File: src/rtl/dvv_bus_resp.sv
// ---------------------------------------------------------------------------
// dvv_bus_resp
// Bus responder (target) for the dvv valid/ready request/response bus.
// Accepts one read or write at a time, holds it for WAIT_CYC wait states and
// then presents a response. The backing store is a DEPTH-word register file
// with per-byte write enables. Only one transaction is ever outstanding.
//
// Optional feature macro: DVV_RESP_ERR_EN
//   defined   : addresses >= DEPTH are out of range. The write is dropped,
//               rdata is 0 and resp_err is 1.
//   undefined : upper address bits are ignored, so addresses alias modulo
//               DEPTH. resp_err is constant 0.
//
// Ports
//   clk         clock, rising edge
//   rst         synchronous reset, active high
//   req_valid   request valid            req_ready  responder can accept
//   req_we      1 = write, 0 = read      req_addr   word address
//   req_wdata   write data               req_be     byte enables (writes)
//   resp_valid  response valid           resp_ready initiator takes response
//   resp_rdata  read data (0 for writes) resp_err   out-of-range flag
//   busy        transaction in flight    txn_cnt    completed handshakes
// ---------------------------------------------------------------------------
module dvv_bus_resp #(
    parameter int DATA_W   = 32,
    parameter int ADDR_W   = 8,
    parameter int DEPTH    = 16,
    parameter int WAIT_CYC = 2,
    parameter int TXN_W    = 16
) (
    input  logic                  clk,
    input  logic                  rst,
    input  logic                  req_valid,
    output logic                  req_ready,
    input  logic                  req_we,
    input  logic [ADDR_W-1:0]     req_addr,
    input  logic [DATA_W-1:0]     req_wdata,
    input  logic [DATA_W/8-1:0]   req_be,
    output logic                  resp_valid,
    input  logic                  resp_ready,
    output logic [DATA_W-1:0]     resp_rdata,
    output logic                  resp_err,
    output logic                  busy,
    output logic [TXN_W-1:0]      txn_cnt
);

    localparam int BE_W  = DATA_W / 8;
    localparam int IDX_W = $clog2(DEPTH);

    typedef enum logic [1:0] {
        ST_IDLE = 2'd0,
        ST_WAIT = 2'd1,
        ST_RESP = 2'd2
    } state_t;

    state_t              state_q, state_d;
    logic [7:0]          cnt_q, cnt_d;
    logic                we_q, we_d;
    logic [ADDR_W-1:0]   addr_q, addr_d;
    logic [DATA_W-1:0]   wdata_q, wdata_d;
    logic [BE_W-1:0]     be_q, be_d;
    logic                resp_valid_q, resp_valid_d;
    logic [DATA_W-1:0]   resp_rdata_q, resp_rdata_d;
    logic                resp_err_q, resp_err_d;
    logic                busy_q, busy_d;
    logic [TXN_W-1:0]    txn_cnt_q, txn_cnt_d;
    logic [DATA_W-1:0]   mem_q [DEPTH];
    logic [DATA_W-1:0]   mem_d [DEPTH];
    logic [IDX_W-1:0]    idx_s;
    logic                oor_s;

    // Merge new write data into an old word, byte lane by byte lane.
    function automatic logic [DATA_W-1:0] be_merge(
        input logic [DATA_W-1:0] old_word,
        input logic [DATA_W-1:0] new_word,
        input logic [BE_W-1:0]   be
    );
        logic [DATA_W-1:0] res;
        res = old_word;
        for (int b = 0; b < BE_W; b++) begin
            if (be[b]) begin
                res[8*b +: 8] = new_word[8*b +: 8];
            end else begin
                res[8*b +: 8] = old_word[8*b +: 8];
            end
        end
        return res;
    endfunction

    assign idx_s = addr_q[IDX_W-1:0];

`ifdef DVV_RESP_ERR_EN
    localparam logic [ADDR_W:0] DEPTH_EXT = (ADDR_W+1)'(DEPTH);
    assign oor_s = ({1'b0, addr_q} >= DEPTH_EXT);
`else
    // Upper address bits alias; fold them into a deliberately unused net.
    logic unused_addr_s;
    assign unused_addr_s = ^addr_q;
    assign oor_s         = 1'b0;
`endif

    // Ready only in IDLE and never while reset is being applied.
    assign req_ready  = (state_q == ST_IDLE) && !rst;
    assign resp_valid = resp_valid_q;
    assign resp_rdata = resp_rdata_q;
    assign resp_err   = resp_err_q;
    assign busy       = busy_q;
    assign txn_cnt    = txn_cnt_q;

    // Next-state, request latch, commit and response logic.
    always_comb begin
        state_d      = state_q;
        cnt_d        = cnt_q;
        we_d         = we_q;
        addr_d       = addr_q;
        wdata_d      = wdata_q;
        be_d         = be_q;
        resp_valid_d = resp_valid_q;
        resp_rdata_d = resp_rdata_q;
        resp_err_d   = resp_err_q;
        txn_cnt_d    = txn_cnt_q;
        mem_d        = mem_q;

        case (state_q)
            ST_IDLE: begin
                if (req_valid) begin
                    we_d    = req_we;
                    addr_d  = req_addr;
                    wdata_d = req_wdata;
                    be_d    = req_be;
                    // The cycle after the accept edge is spent in WAIT even
                    // with zero wait states, giving accept-to-valid of
                    // 1 + WAIT_CYC edges.
                    cnt_d   = 8'(WAIT_CYC);
                    state_d = ST_WAIT;
                end else begin
                    state_d = ST_IDLE;
                end
            end
            ST_WAIT: begin
                if (cnt_q == 8'd0) begin
                    state_d      = ST_RESP;
                    resp_valid_d = 1'b1;
                    if (oor_s) begin
                        resp_rdata_d = '0;
                        resp_err_d   = 1'b1;
                    end else if (we_q) begin
                        mem_d[idx_s] = be_merge(mem_q[idx_s], wdata_q, be_q);
                        resp_rdata_d = '0;
                        resp_err_d   = 1'b0;
                    end else begin
                        resp_rdata_d = mem_q[idx_s];
                        resp_err_d   = 1'b0;
                    end
                end else begin
                    cnt_d = cnt_q - 8'd1;
                end
            end
            ST_RESP: begin
                if (resp_ready) begin
                    resp_valid_d = 1'b0;
                    txn_cnt_d    = txn_cnt_q + {{(TXN_W-1){1'b0}}, 1'b1};
                    state_d      = ST_IDLE;
                end else begin
                    state_d = ST_RESP;
                end
            end
            default: begin
                state_d = ST_IDLE;
            end
        endcase

        busy_d = (state_d != ST_IDLE);
    end

    // State, latched request, response and register file flops.
    always_ff @(posedge clk) begin
        if (rst) begin
            state_q      <= ST_IDLE;
            cnt_q        <= 8'd0;
            we_q         <= 1'b0;
            addr_q       <= '0;
            wdata_q      <= '0;
            be_q         <= '0;
            resp_valid_q <= 1'b0;
            resp_rdata_q <= '0;
            resp_err_q   <= 1'b0;
            busy_q       <= 1'b0;
            txn_cnt_q    <= '0;
            for (int i = 0; i < DEPTH; i++) begin
                mem_q[i] <= '0;
            end
        end else begin
            state_q      <= state_d;
            cnt_q        <= cnt_d;
            we_q         <= we_d;
            addr_q       <= addr_d;
            wdata_q      <= wdata_d;
            be_q         <= be_d;
            resp_valid_q <= resp_valid_d;
            resp_rdata_q <= resp_rdata_d;
            resp_err_q   <= resp_err_d;
            busy_q       <= busy_d;
            txn_cnt_q    <= txn_cnt_d;
            for (int i = 0; i < DEPTH; i++) begin
                mem_q[i] <= mem_d[i];
            end
        end
    end

endmodule
File: config.mk
export PLATFORM = sky130hd
export DESIGN_NAME = dvv_bus_resp
export DESIGN_NICKNAME = d
export VERILOG_FILES = /design/src/rtl/dvv_bus_resp.sv
export SDC_FILE = /design/constraint.sdc
export NUM_CORES = 1
export LEC_CHECK = 0
export CAP_MARGIN = 10
export CORE_MARGIN = 2
export CORE_UTILIZATION = 28
export CTS_BUF_LIST = sky130_fd_sc_hd__clkbuf_8
export CTS_CLUSTER_DIAMETER = 50
export DETAILED_ROUTE_END_ITERATION = 6
export PLACE_DENSITY = 0.52
export SETUP_SLACK_MARGIN = 0.1
export SYNTH_ARGS = -nofsm -noshare
export SYNTH_HDL_FRONTEND = slang
export SYNTH_SLANG_ARGS = --single-unit
File: constraint.sdc
create_clock -name clk -period 3.5 [get_ports clk]
set_input_delay 0.7 -clock clk [delete_from_list [all_inputs] [get_ports clk]]
set_output_delay 0.7 -clock clk [all_outputs]
set_load 0.02 [all_outputs]
### Yosys cells after proc, flatten, opt, wreduce, memory -nomap -nowiden

Index checks and enable logic that the tools add are counted.

* register bits: 613
* bits of input ports: 49
* logic and storage cells: 84

* add/sub/neg operators: 2
* order comparisons: 2
* equality and inequality tests: 6
* muxes and demuxes: 33
* bitwise operators: 1
* reductions and logical operators: 14

Operators with widths (count)
* bitwise mux 512 bit: 1
* two-way mux 8 bit: 18
* binary-select mux 32 bit (select 4 bit): 1
* demux 32 bit (select 4 bit): 1
* two-way mux 32 bit: 4
* adder 16 x 1 -> 16 bit (second input constant): 1
* one-hot mux 8 bit (2 select lines): 1
* AND reduction 3 bit: 3
* logical NOT 8 bit: 1
* != test 2 bit (second input constant): 4
* subtractor 8 x 1 -> 8 bit (second input constant): 1
* one-hot mux 2 bit (3 select lines): 1
* AND reduction 2 bit: 3
* nonzero test 2 bit: 3
* greater-or-equal comparator 5 bit (second input constant): 1
* < comparator 5 x 1 -> 1 bit (second input constant): 1
* NOT 4 -> 5 bit: 1
* two-way mux 2 bit: 2
* two-way mux 1 bit: 3
* == test 2 x 1 -> 1 bit (second input constant): 1
* == test 2 bit (second input constant): 1
* logical AND 1 bit: 2
* logical NOT 2 bit: 1
* one-hot mux 1 bit (2 select lines): 1
* logical NOT 1 bit: 1

### Longest topological paths before layout

Gate-level depths: netlist (run 1).

* depth after elaboration: 9
* depth in mapped cells: 9

### Worst setup path after synthesis (run 1)

No wires, ideal clock.

* path type: input to output
* from: input port rst
* to: output port req_ready
* data arrival time: 1739 ps
* required time: 2800 ps
* setup slack: 1061 ps
* stages on the path: 4
* path through: clkbuf_1 > clkbuf_1 > clkbuf_1 > nor3_1

* word-level cells in the longest chain between the ends: 2

RTL lines
* from (decl): line 32 `input logic rst,`
* logical NOT 1 bit: line 103 `assign req_ready = (state_q == ST_IDLE) && !rst;`
* logical AND 1 bit: line 103
* to (decl): line 34 `output logic req_ready,`

Every way passes these cells.

### Final worst setup path (run 1)

* from: register addr_q[3]
* to: register mem_q[410] (netlist name)

* word-level cells in the longest chain between the ends: 9
* elaborated cells between the ends (all ways): 14
* those cells by class: 2 x order compare; 10 x mux; 1 x bitwise; 1 x reduce/logical

RTL lines
* from (decl): line 59 `logic [ADDR_W-1:0] addr_q, addr_d;`
* from (signal assigned): line 197 `addr_q <= addr_d;`
* NOT 4 -> 5 bit (implied by the code) (*): line 148 `mem_d[idx_s] = be_merge(mem_q[idx_s], wdata_q, be_q);`
* binary-select mux 32 bit (select 4 bit): line 148
* two-way mux 32 bit (implied by the code) (2 in series): line 148
* two-way mux 8 bit: line 81 `if (be[b]) begin`
* two-way mux 8 bit: line 147 `end else if (we_q) begin`
* two-way mux 8 bit: line 141 `if (cnt_q == 8'd0) begin`
* two-way mux 8 bit: line 124 `case (state_q)`
* bitwise mux 512 bit (*): line 148
* to (signal, indexed assignment): line 206 `mem_q[i] <= mem_d[i];`
* to (decl): line 67 `logic [DATA_W-1:0] mem_q [DEPTH];`

Every way passes the cells marked *; elsewhere a longest branch is shown, timed or not. The select of a mux whose other input is x is not followed.
A chain may end at the register's enable or synchronous reset.

==> results of run 1 <==
cells in the final DEF (no fill, tap or decap), types with 62 or more instances in the layout:
cell type        netlist  final
dfxtp_1              613    611
nand2_1              128    127
a22oi_1               64     64
mux2i_1              257    257
nor3_1               275    275
clkbuf_8               0    124
nor2_1               813    807
a211oi_1             257    257
clkdlybuf4s50_1        0     94
buf_4                 16     62
cell type report:
class | instances | area, um2 | share of cell area, %
clock inverters | 44 | 359 | 1.18
inverters | 9 | 33.8 | 0.111
diodes | 2 | 5.00 | 0.0164
clock buffers | 124 | 1710 | 5.59
well taps | 1243 | 1560 | 5.09
repair buffers | 184 | 1960 | 6.42
multi-input cells | 2139 | 12600 | 41.4
flip-flops and latches | 613 | 12300 | 40.2
worst min path at each step:
stage | startpoint | endpoint | slack (ns) | depth (start not counted)
2_1_floorplan | wdata_q[20] | wdata_q[20] | 0.44 | 2
3_3_place_gp | resp_rdata[5] | resp_rdata[5] | 0.44 | 2
3_5_place_dp | resp_rdata[5] | resp_rdata[5] | 0.44 | 2
4_1_cts | rst | txn_cnt[5] | 0.32 | 2
5_1_grt | rst | txn_cnt[2] | 0.36 | 2
6_report | rst | txn_cnt[5] | 0.38 | 2
cells by family after synthesis:
kind of cell,after synthesis,share of synthesized area (%)
other,1,0.0144
flip-flops,613,47.0
AND/OR/NAND/NOR,1303,21.1
buffers and inverters,303,4.99
XOR/XNOR,21,0.705
AO/OA/AOI/OAI,555,16.2
adder cells (fa/ha/maj),2,0.0959
multiplexers,257,9.86
flip-flops by register name, summed over array words and instances (netlist names):
signal,cells
wdata_q,32
txn_cnt,16
resp_rdata,32
mem_q,512
cnt_q,8
be_q,4
busy,1
we_q,1
state_q,2
resp_valid,1
addr_q,4
worst max-delay path: cells and delay by family (launching register included):
kind | cells | cell delay [ns]
and+or+nand+nor | 5 | 2.28
DFF | 1 | 0.45
stage by stage:
stage	setup WS (ns)	instance area (um2)	instances	total power, mW	hold WS (ns)
final	0.577	30500	4358	15.8	0.381
after detailed placement	0.672	28500	4188	9.43	0.444
after floorplan	1.06	26100	3055	8.59	0.436
after CTS	0.644	30500	4356	16.0	0.324
after global routing	0.314	30500	4358	16.5	0.358
after global placement	0.702	28500	4188	9.44	0.438
per-layer routing:
layer	up-vias	track usage (%)	share of wire (%)
met1	10422	25.3	48
met4	0	5.33	2.4
met3	129	3.28	6.9
met5	-	0	0
met2	636	26.0	43
li1	10694	-	-
power by group through the flow:
stage               clock network, mW  logic [mW]  registers (mW)
CTS                              6.70        2.11            7.18
finish                           6.55        2.11            7.19
global placement                    0        2.10            7.34
global route                     7.02        2.24            7.19
floorplan                           0        1.29            7.30
detailed placement                  0        2.10            7.34
==> key figures, run 1 <==
Status
  – Status: completed

Global routing
  – Vias in the first global route: 20,931
  – Initial antenna violation count: 2
  – Pin count of the biggest net entering global routing: 198
  – GRT Util Overall: 17.4%
  – First-pass GRT wire length: 129 mm
  – GRT overflow: 0

Setup path
  – Peak fanout along the critical path: 32
  – CP required: 4.05 ns
  – Critical Path AT: 3.48 ns
  – Worst reg-to-reg path cell count: 5
  – Crit end category: flip-flop
  – Worst r2r dst: mem_q[410]
  – Slowest-stage cell, CP: or2_2
  – Startpoint Class: flip-flop
  – Worst stage delay on the critical path: 0.88 ns
  – Worst-path cell chain: nor3b_1 > nand4_1 > or2_2 > nor2_1 > nor3_1
  – Register-to-register path setup slack: 0.58 ns
  – Worst r2r src: addr_q[3]
  – Worst setup path endpoint: mem_q[410]
  – Worst setup startpoint: addr_q[3]
  – Kind of critical path: reg2reg

Routing
  – Post-DRT Antenna Nets: 0
  – Routed len/inst: 19.4 um
  – 1st-iter DRT viols: 1,622
  – Via density: 5.02
  – Total wire length: 84.6 mm
  – TritonRoute pass-1 iters: 5
  – DRC viols: 0
  – DR vias: 21,881

Clock network
  – Clk buf depth: 3
  – Clk Latency, worst-skew pair: 0.73 ns
  – CTS Buf Count: 100
  – CTS Sinks: 613
  – Reg clk slew, reported paths: 0.06 ns
  – Post-CTS setup buffer count: 0
  – CTS tree: done
  – Clock H-tree levels: 3
  – CTS Hold Buffers Added: 0
  – PostCTS Resize Cnt: 0
  – Root Buffer: clkbuf_8

Pwr
  – Cell internal pwr: 11.3 mW
  – Clk pwr share: 41.3%
  – Seq pwr share: 45.4%
  – Worst vdd ir: 258 uV
  – Power Density: 519 nW/um2
  – Leakage: 10.3 nW
  – Comb pwr share: 13.3%
  – Psw: 4.54 mW
  – Switching Fraction: 28.7%

Layout
  – Fillcell total: 9,680
  – Nets: 3,098
  – Proportion of layout cells with a drive suffix above 1: 9.41%
  – Utilization after layout: 33.2%
  – Area growth, synth to finish: 17.0%

Floorplan
  – Die ar.: 95,700 um2
  – Number of I/O pins: 101
  – Chip width: 309 um
  – Rows: 111
  – Chip height: 309 um
  – Core area: 92,100 um2
  – Initial Utilization: 28.3%

Placed design
  – Port bufs: 95
  – Routability cong.: 0.763
  – Post-DP HPWL: 49.1 mm

Logic synthesis
  – Most frequent cell after synthesis: nor2_1
  – Main synth FF type: dfxtp_1
  – Post-synthesis cell count: 3,055
  – Sequential area share after synthesis: 47.0%
  – Area contributors post-synth: dfxtp_1 (47%), nor2_1 (12%), mux2i_1 (9.9%)
  – Yosys reg bits: 613
  – Post-synthesis net count: 3,106
  – Synth top area share: 47.0%
  – Largest area contributor in the netlist: dfxtp_1
  – Post-synthesis async set-or-reset flop share: 0%
  – Synth warn: 0
  – Commonest cells post-synth: nor2_1 (813), dfxtp_1 (613), nor3_1 (275), a211oi_1 (257), mux2i_1 (257)
  – Cell Area, Synth: 26,100 um2
  – Number of synthesized flops with an enable pin: 0
  – Count of cell types in the netlist: 51
  – Synthesized area per cell: 8.54 um2

Timing
  – Pins Over Slew Limit: 0
  – Layout Skew: 0.0434 ns
  – Worst-margin pin slew: 1.18 ns
  – Fmax: 342 MHz
  – Final Setup Violations: 0
  – Setup_tns: 0 ns
  – Final min period: 2.92 ns
  – RSZ-0062 raised after global routing: false
  – Final Hold Fails: 0
  – Headroom to the max-slew limit: 21.2%
  – Fin crit share: 83.5%

Flow run
  – Total of max-cap violations: 0

Worst hold path
  – HP Class: in2reg
No activity file was read; power rests on OpenSTA's default activity.
==> run 2, diff against run 1 <==
==> constraint.sdc (replaced) <==
create_clock -name clk -period 2.9 [get_ports clk]
set_input_delay 0.58 -clock clk [delete_from_list [all_inputs] [get_ports clk]]
set_output_delay 0.58 -clock clk [all_outputs]
set_load 0.02 [all_outputs]
==> run 2 against run 1 <==
Net effect:
- critical path depth increased by 1
- cell count increased by 1.2%
- critical path type unchanged
- power increased by 18%
- critical endpoint is now mem_q[41]
- routed wire length about the same
- fmax increased by 11%
==> key figures, run 2 (synthesis gave the netlist of run 1 again) <==
Routing
  – Total wire length: 84.6 mm
  – Post-DRT Antenna Nets: 0
  – Routed len/inst: 19.2 um
  – DRC viols: 0
  – TritonRoute pass-1 iters: 5
  – 1st-iter DRT viols: 1,758
  – Via density: 5.00
  – DR vias: 22,041

Timing
  – Final min period: 2.64 ns
  – Setup_tns: 0 ns
  – RSZ-0062 raised after global routing: false
  – Final Setup Violations: 0
  – Layout Skew: 0.0390 ns
  – Final Hold Fails: 0
  – Pins Over Slew Limit: 0
  – Fmax: 379 MHz
  – Fin crit share: 90.9%
  – Headroom to the max-slew limit: 25.2%
  – Worst-margin pin slew: 1.12 ns

Global routing
  – Pin count of the biggest net entering global routing: 202
  – Vias in the first global route: 21,105
  – Met2 usage: 26.3%
  – GR peak layer: met2
  – GRT overflow: 0
  – GRT Util Overall: 17.4%
  – Met1 GRT Util: 24.9%
  – First-pass GRT wire length: 129 mm
  – GR Layer Usage met3: 3.22%
  – Initial antenna violation count: 1

Worst hold path
  – HP Class: in2reg
  – Hold Crit Depth: 2
  – Worst hold endpoint: cnt_q[0]
  – HP Start: rst

Placed design
  – Post-DP HPWL: 50.7 mm
  – Port bufs: 95
  – Placed cells: 4,231
  – Routability cong.: 0.786
  – Placed instance area: 28,900 um2

Floorplan
  – Chip height: 309 um
  – Chip width: 309 um
  – Die ar.: 95,700 um2
  – Core area: 92,100 um2
  – Rows: 111
  – Initial Utilization: 28.3%
  – Number of I/O pins: 101

Setup path
  – Delay-heaviest family, CP: compound AO/OA/AOI/OAI gates
  – Worst stage delay on the critical path: 0.57 ns
  – Worst r2r dst: mem_q[41]
  – Critical Path AT: 3.19 ns
  – CP required: 3.45 ns
  – Kind of critical path: reg2reg
  – Worst-path cell chain: nor2b_4 > buf_12 > a22oi_1 > a32o_1 > a31oi_2 > a211oi_1
  – Slowest-stage cell, CP: nor2b_4
  – Crit end category: flip-flop
  – Worst r2r src: addr_q[0]
  – Register-to-register path setup slack: 0.26 ns
  – Worst reg-to-reg path cell count: 6
  – Peak fanout along the critical path: 21
  – Worst Path Buf+Inv: 1
  – Startpoint Class: flip-flop

Layout
  – Proportion of layout cells with a drive suffix above 1: 10.0%
  – Most frequent cells in the layout: nor2_1 (807), dfxtp_1 (611), nor3_1 (275)
  – Commonest non-fill, non-tap cell in the layout: nor2_1
  – Top reg by flops: mem_q
  – Nets: 3,142
  – Fin cells: 4,411
  – Finished layout cell area: 30,900 um2
  – Largest register FFs: 512
  – Utilization after layout: 33.5%
  – Area growth, synth to finish: 18.3%

Clock network
  – Clock H-tree levels: 3
  – CTS Buf Count: 100
  – Root Buffer: clkbuf_8
  – CTS tree: done
  – Post-CTS setup buffer count: 0
  – CTS Hold Buffers Added: 0
  – Reg clk slew, reported paths: 0.06 ns
  – Clk buf depth: 3
  – PostCTS Resize Cnt: 0
  – Clk Latency, worst-skew pair: 0.72 ns
  – CTS Sinks: 613

Pwr
  – Psw: 5.42 mW
  – Comb pwr share: 14.1%
  – Power Density: 606 nW/um2
  – Switching Fraction: 29.0%
  – Clk pwr share: 39.6%
  – Leakage: 10.6 nW
  – Cell internal pwr: 13.3 mW
  – Worst vdd ir: 320 uV
  – Seq pwr share: 46.3%

Flow run
  – Total of max-cap violations: 0

Status
  – Status: completed
## run 2: cell types whose count changed in the layout (fill, tap and decap cells not counted)
cell        previous run  this run
buf_12                27        38
buf_2                  0         1
buf_4                 62        94
bufinv_16              5         0
clkbuf_8             124       125
clkinv_2              14         2
clkinv_4               0         1
clkinv_8               2         0
clkinvlp_4             4         0
diode_2                2         1
inv_1                 26        55
inv_8                  0         2
## run 2: power groups by stage
stage	Combinational, mW	Sequential, mW	Clock (mW)
detailed placement	2.63	8.84	0
global route	2.81	8.67	7.96
finish	2.64	8.67	7.42
CTS	2.64	8.66	7.59
global placement	2.64	8.84	0
floorplan	1.56	8.81	0
## run 2: area by class of cell
class	count	area, um2
well taps	1243	1560
diodes	1	2.50
fillers	9704	61200
flip-flops and latches	613	12300
multi-input cells	2139	12600
clock buffers	125	1720
clock inverters	53	226
repair buffers	228	2430
inverters	9	33.8
## run 2: how the worst max path moves through the flow
stage / startpoint / depth (start not counted) / endpoint
3_3_place_gp: addr_q[0] / 6 / mem_q[233]
3_5_place_dp: addr_q[0] / 6 / mem_q[233]
5_1_grt: addr_q[0] / 6 / mem_q[105]
2_1_floorplan: rst / 4 / req_ready
4_1_cts: state_q[1] / 2 / req_ready
6_report: addr_q[0] / 6 / mem_q[41]
## run 2: worst register-to-register path: stages (launching register included)
cell and delay, ns:
dfxtp_1 0.48, nor2b_4 0.57, buf_12 0.28, a22oi_1 0.16, a32o_1 0.42, a31oi_2 0.45
a211oi_1 0.14
## run 2: stage by stage
step	hold slack [ns]	power (mW)	setup WS (ns)
5_1_grt	0.185	19.4	0.149
6_report	0.216	18.7	0.264
2_1_floorplan	0.436	10.4	0.701
3_5_place_dp	0.446	11.5	0.272
4_1_cts	0.156	18.9	0.261
3_3_place_gp	0.436	11.5	0.300
## run 2: metal layers
layer	up-vias	wire length (um)	share of wire, %
met3	128	5400	6.4
met5	-	0	0
li1	10806	-	-
met4	0	2100	2.5
met2	635	36100	43
met1	10472	41000	48
==> run 3, diff against run 2 <==
--- a/config.mk
+++ b/config.mk
@@ -7,11 +7,11 @@
 export LEC_CHECK = 0
 export CAP_MARGIN = 10
 export CORE_MARGIN = 2
-export CORE_UTILIZATION = 28
+export CORE_UTILIZATION = 61
 export CTS_BUF_LIST = sky130_fd_sc_hd__clkbuf_8
 export CTS_CLUSTER_DIAMETER = 50
 export DETAILED_ROUTE_END_ITERATION = 6
-export PLACE_DENSITY = 0.52
+export PLACE_DENSITY = 0.89
 export SETUP_SLACK_MARGIN = 0.1
 export SYNTH_ARGS = -nofsm -noshare
 export SYNTH_HDL_FRONTEND = slang
==> run 3 against run 2 <==
Net effect:
- setup slack worse by 0.11 ns
- cell count down 17%
- hold slack worse by 0.026 ns
- flip-flop and latch count did not move
- power fell by 2.2%
- combinational power down 4%
- routed wire length is 5.9% lower
==> key figures, run 3 (synthesis gave the netlist of run 1 again) <==
Layout
  – Sequential Area: 12,300 um2
  – Multi-input gate area: 12,600 um2
  – Most frequent cells in the layout: nor2_1 (806), dfxtp_1 (610), nor3_1 (275)
  – Commonest non-fill, non-tap cell in the layout: nor2_1
  – Utilization after layout: 70.4%
  – Area growth, synth to finish: 13.4%
  – Finished layout cell area: 29,600 um2
  – Nets: 3,111
  – Proportion of layout cells with a drive suffix above 1: 9.40%
  – Fillcell total: 2,948
  – Top reg by flops: mem_q
  – Largest register FFs: 512

Timing
  – Fmax: 364 MHz
  – Headroom to the max-slew limit: 32.4%
  – Layout Skew: 0.0405 ns
  – Fin worst setup slack: 0.150 ns
  – Final min period: 2.75 ns
  – Final Setup Violations: 0
  – RSZ-0062 raised after global routing: false
  – Setup_tns: 0 ns
  – Fin crit share: 94.8%
  – Pins Over Slew Limit: 0
  – Worst-margin pin slew: 1.01 ns
  – Final Hold Fails: 0

Clock network
  – Root Buffer: clkbuf_8
  – Reg clk slew, reported paths: 0.06 ns
  – CTS Sinks: 613
  – CTS tree: done
  – Clk buf depth: 3
  – Clk Latency, worst-skew pair: 0.70 ns
  – CTS Hold Buffers Added: 0
  – Clock H-tree levels: 3
  – CTS Buf Count: 95

Placed design
  – Port bufs: 95
  – Placed instance area: 27,600 um2
  – Routability cong.: 0.889
  – Pre-CTS WS: 0.161 ns
  – Post-DP HPWL: 46.6 mm

Routing
  – Via density: 6.52
  – Post-DRT Antenna Nets: 0
  – Total wire length: 79.6 mm
  – Metal2 WL: 35.8 mm
  – Top Layer Used: met4
  – TritonRoute pass-1 iters: 6
  – DRC viols: 0
  – DR vias: 23,924
  – Wl on met1: 29.0 mm
  – Routed wl met3: 9.10 mm
  – Routed len/inst: 21.7 um
  – 1st-iter DRT viols: 3,262

Setup path
  – Worst reg-to-reg path cell count: 7
  – Kind of critical path: reg2reg
  – Crit end category: flip-flop
  – Worst r2r dst: resp_rdata[15]
  – Worst r2r src: addr_q[3]
  – Peak fanout along the critical path: 35
  – Startpoint Class: flip-flop
  – Critical Path AT: 3.27 ns
  – Register-to-register path setup slack: 0.15 ns
  – CP required: 3.42 ns

Global routing
  – Vias in the first global route: 23,721
  – GRT Util Overall: 35.1%
  – GRT overflow: 0
  – Initial antenna violation count: 1
  – Pin count of the biggest net entering global routing: 174
  – First-pass GRT wire length: 124 mm

Floorplan
  – Chip width: 211 um
  – Die ar.: 44,400 um2
  – Chip height: 211 um
  – Core area: 42,000 um2
  – Initial Utilization: 62.1%
  – Number of I/O pins: 101
  – Rows: 75

Pwr
  – Leakage: 10.3 nW
  – Power Density: 619 nW/um2
  – Worst vdd ir: 408 uV
  – Switching Fraction: 28.2%
  – Psw: 5.16 mW
  – Cell internal pwr: 13.2 mW
  – Clk pwr share: 38.8%
  – Comb pwr share: 13.9%
  – Seq pwr share: 47.3%

Worst hold path
  – Hold Crit Depth: 2
  – Worst hold endpoint: mem_q[117]
  – HP Start: rst
  – HP Class: in2reg

Status
  – Status: completed

Flow run
  – Total of max-cap violations: 0
run 3: cell count changes in the layout (fill, tap and decap cells not counted), moves of 2 or more:
| cell | before | now |
|---|---|---|
| buf_4 | 94 | 78 |
| inv_1 | 55 | 44 |
| buf_12 | 38 | 29 |
| nor2_2 | 0 | 7 |
| nor2_4 | 13 | 7 |
| clkbuf_8 | 125 | 120 |
| clkinv_2 | 2 | 6 |
| a31oi_1 | 18 | 16 |
| a31oi_2 | 14 | 16 |
| dfxtp_2 | 0 | 2 |
| inv_8 | 2 | 0 |
run 3: cell type report:
| type | instances | area share (%) |
|---|---|---|
| Antenna cell | 1 | 0.00845 |
| Clock buffer | 120 | 5.58 |
| Clock inverter | 45 | 0.714 |
| Inverter | 9 | 0.114 |
| Multi-Input combinational cell | 2139 | 42.7 |
| Sequential cell | 613 | 41.5 |
| Tap cell | 539 | 2.28 |
| Timing Repair Buffer | 202 | 7.17 |
run 3: how the worst max path moves through the flow:
stage	depth (start not counted)	startpoint	to	slack, ns
final	7	addr_q[3]	resp_rdata[15]	0.15
after CTS	6	addr_q[2]	mem_q[193]	0.13
after global placement	6	addr_q[2]	mem_q[225]	0.25
after global routing	6	addr_q[1]	mem_q[18]	0.17
after floorplan	4	rst	req_ready	0.70
after detailed placement	6	addr_q[2]	mem_q[193]	0.16
run 3: worst max-delay path, stage by stage, from the launching register on:
cell and delay, ns:
dfxtp_2 0.70, buf_4 0.27, buf_4 0.21, clkinv_1 0.08, buf_4 0.32, nand3_1 0.23, a21boi_0 0.57, o21ai_0 0.18
run 3: repair_timing:
item,in CTS,in global routing
resized for setup,0,7
setup buffers,0,13
setup endpoints to repair,0,127
run 3: power groups by stage:
stage	registers (mW)	clock network (mW)	logic, mW
2_1_floorplan	8.81	0	1.56
3_3_place_gp	8.83	0	2.32
3_5_place_dp	8.84	0	2.38
4_1_cts	8.66	7.10	2.41
5_1_grt	8.67	7.48	2.64
6_report	8.66	7.11	2.54
run 3: per-stage QoR:
stage / power, mW / instances / hold WS, ns
2_1_floorplan: 10.4 / 3055 / 0.436
4_1_cts: 18.2 / 3654 / 0.170
6_report: 18.3 / 3668 / 0.190
3_5_place_dp: 11.2 / 3489 / 0.446
5_1_grt: 18.8 / 3667 / 0.182
3_3_place_gp: 11.2 / 3489 / 0.439
run 3: metal layers:
metal | track usage (%) | vias up
li1 | - | 10733
met1 | 40.8 | 11216
met2 | 55.5 | 1525
met3 | 9.99 | 450
met4 | 25.7 | 0
met5 | 0 | -
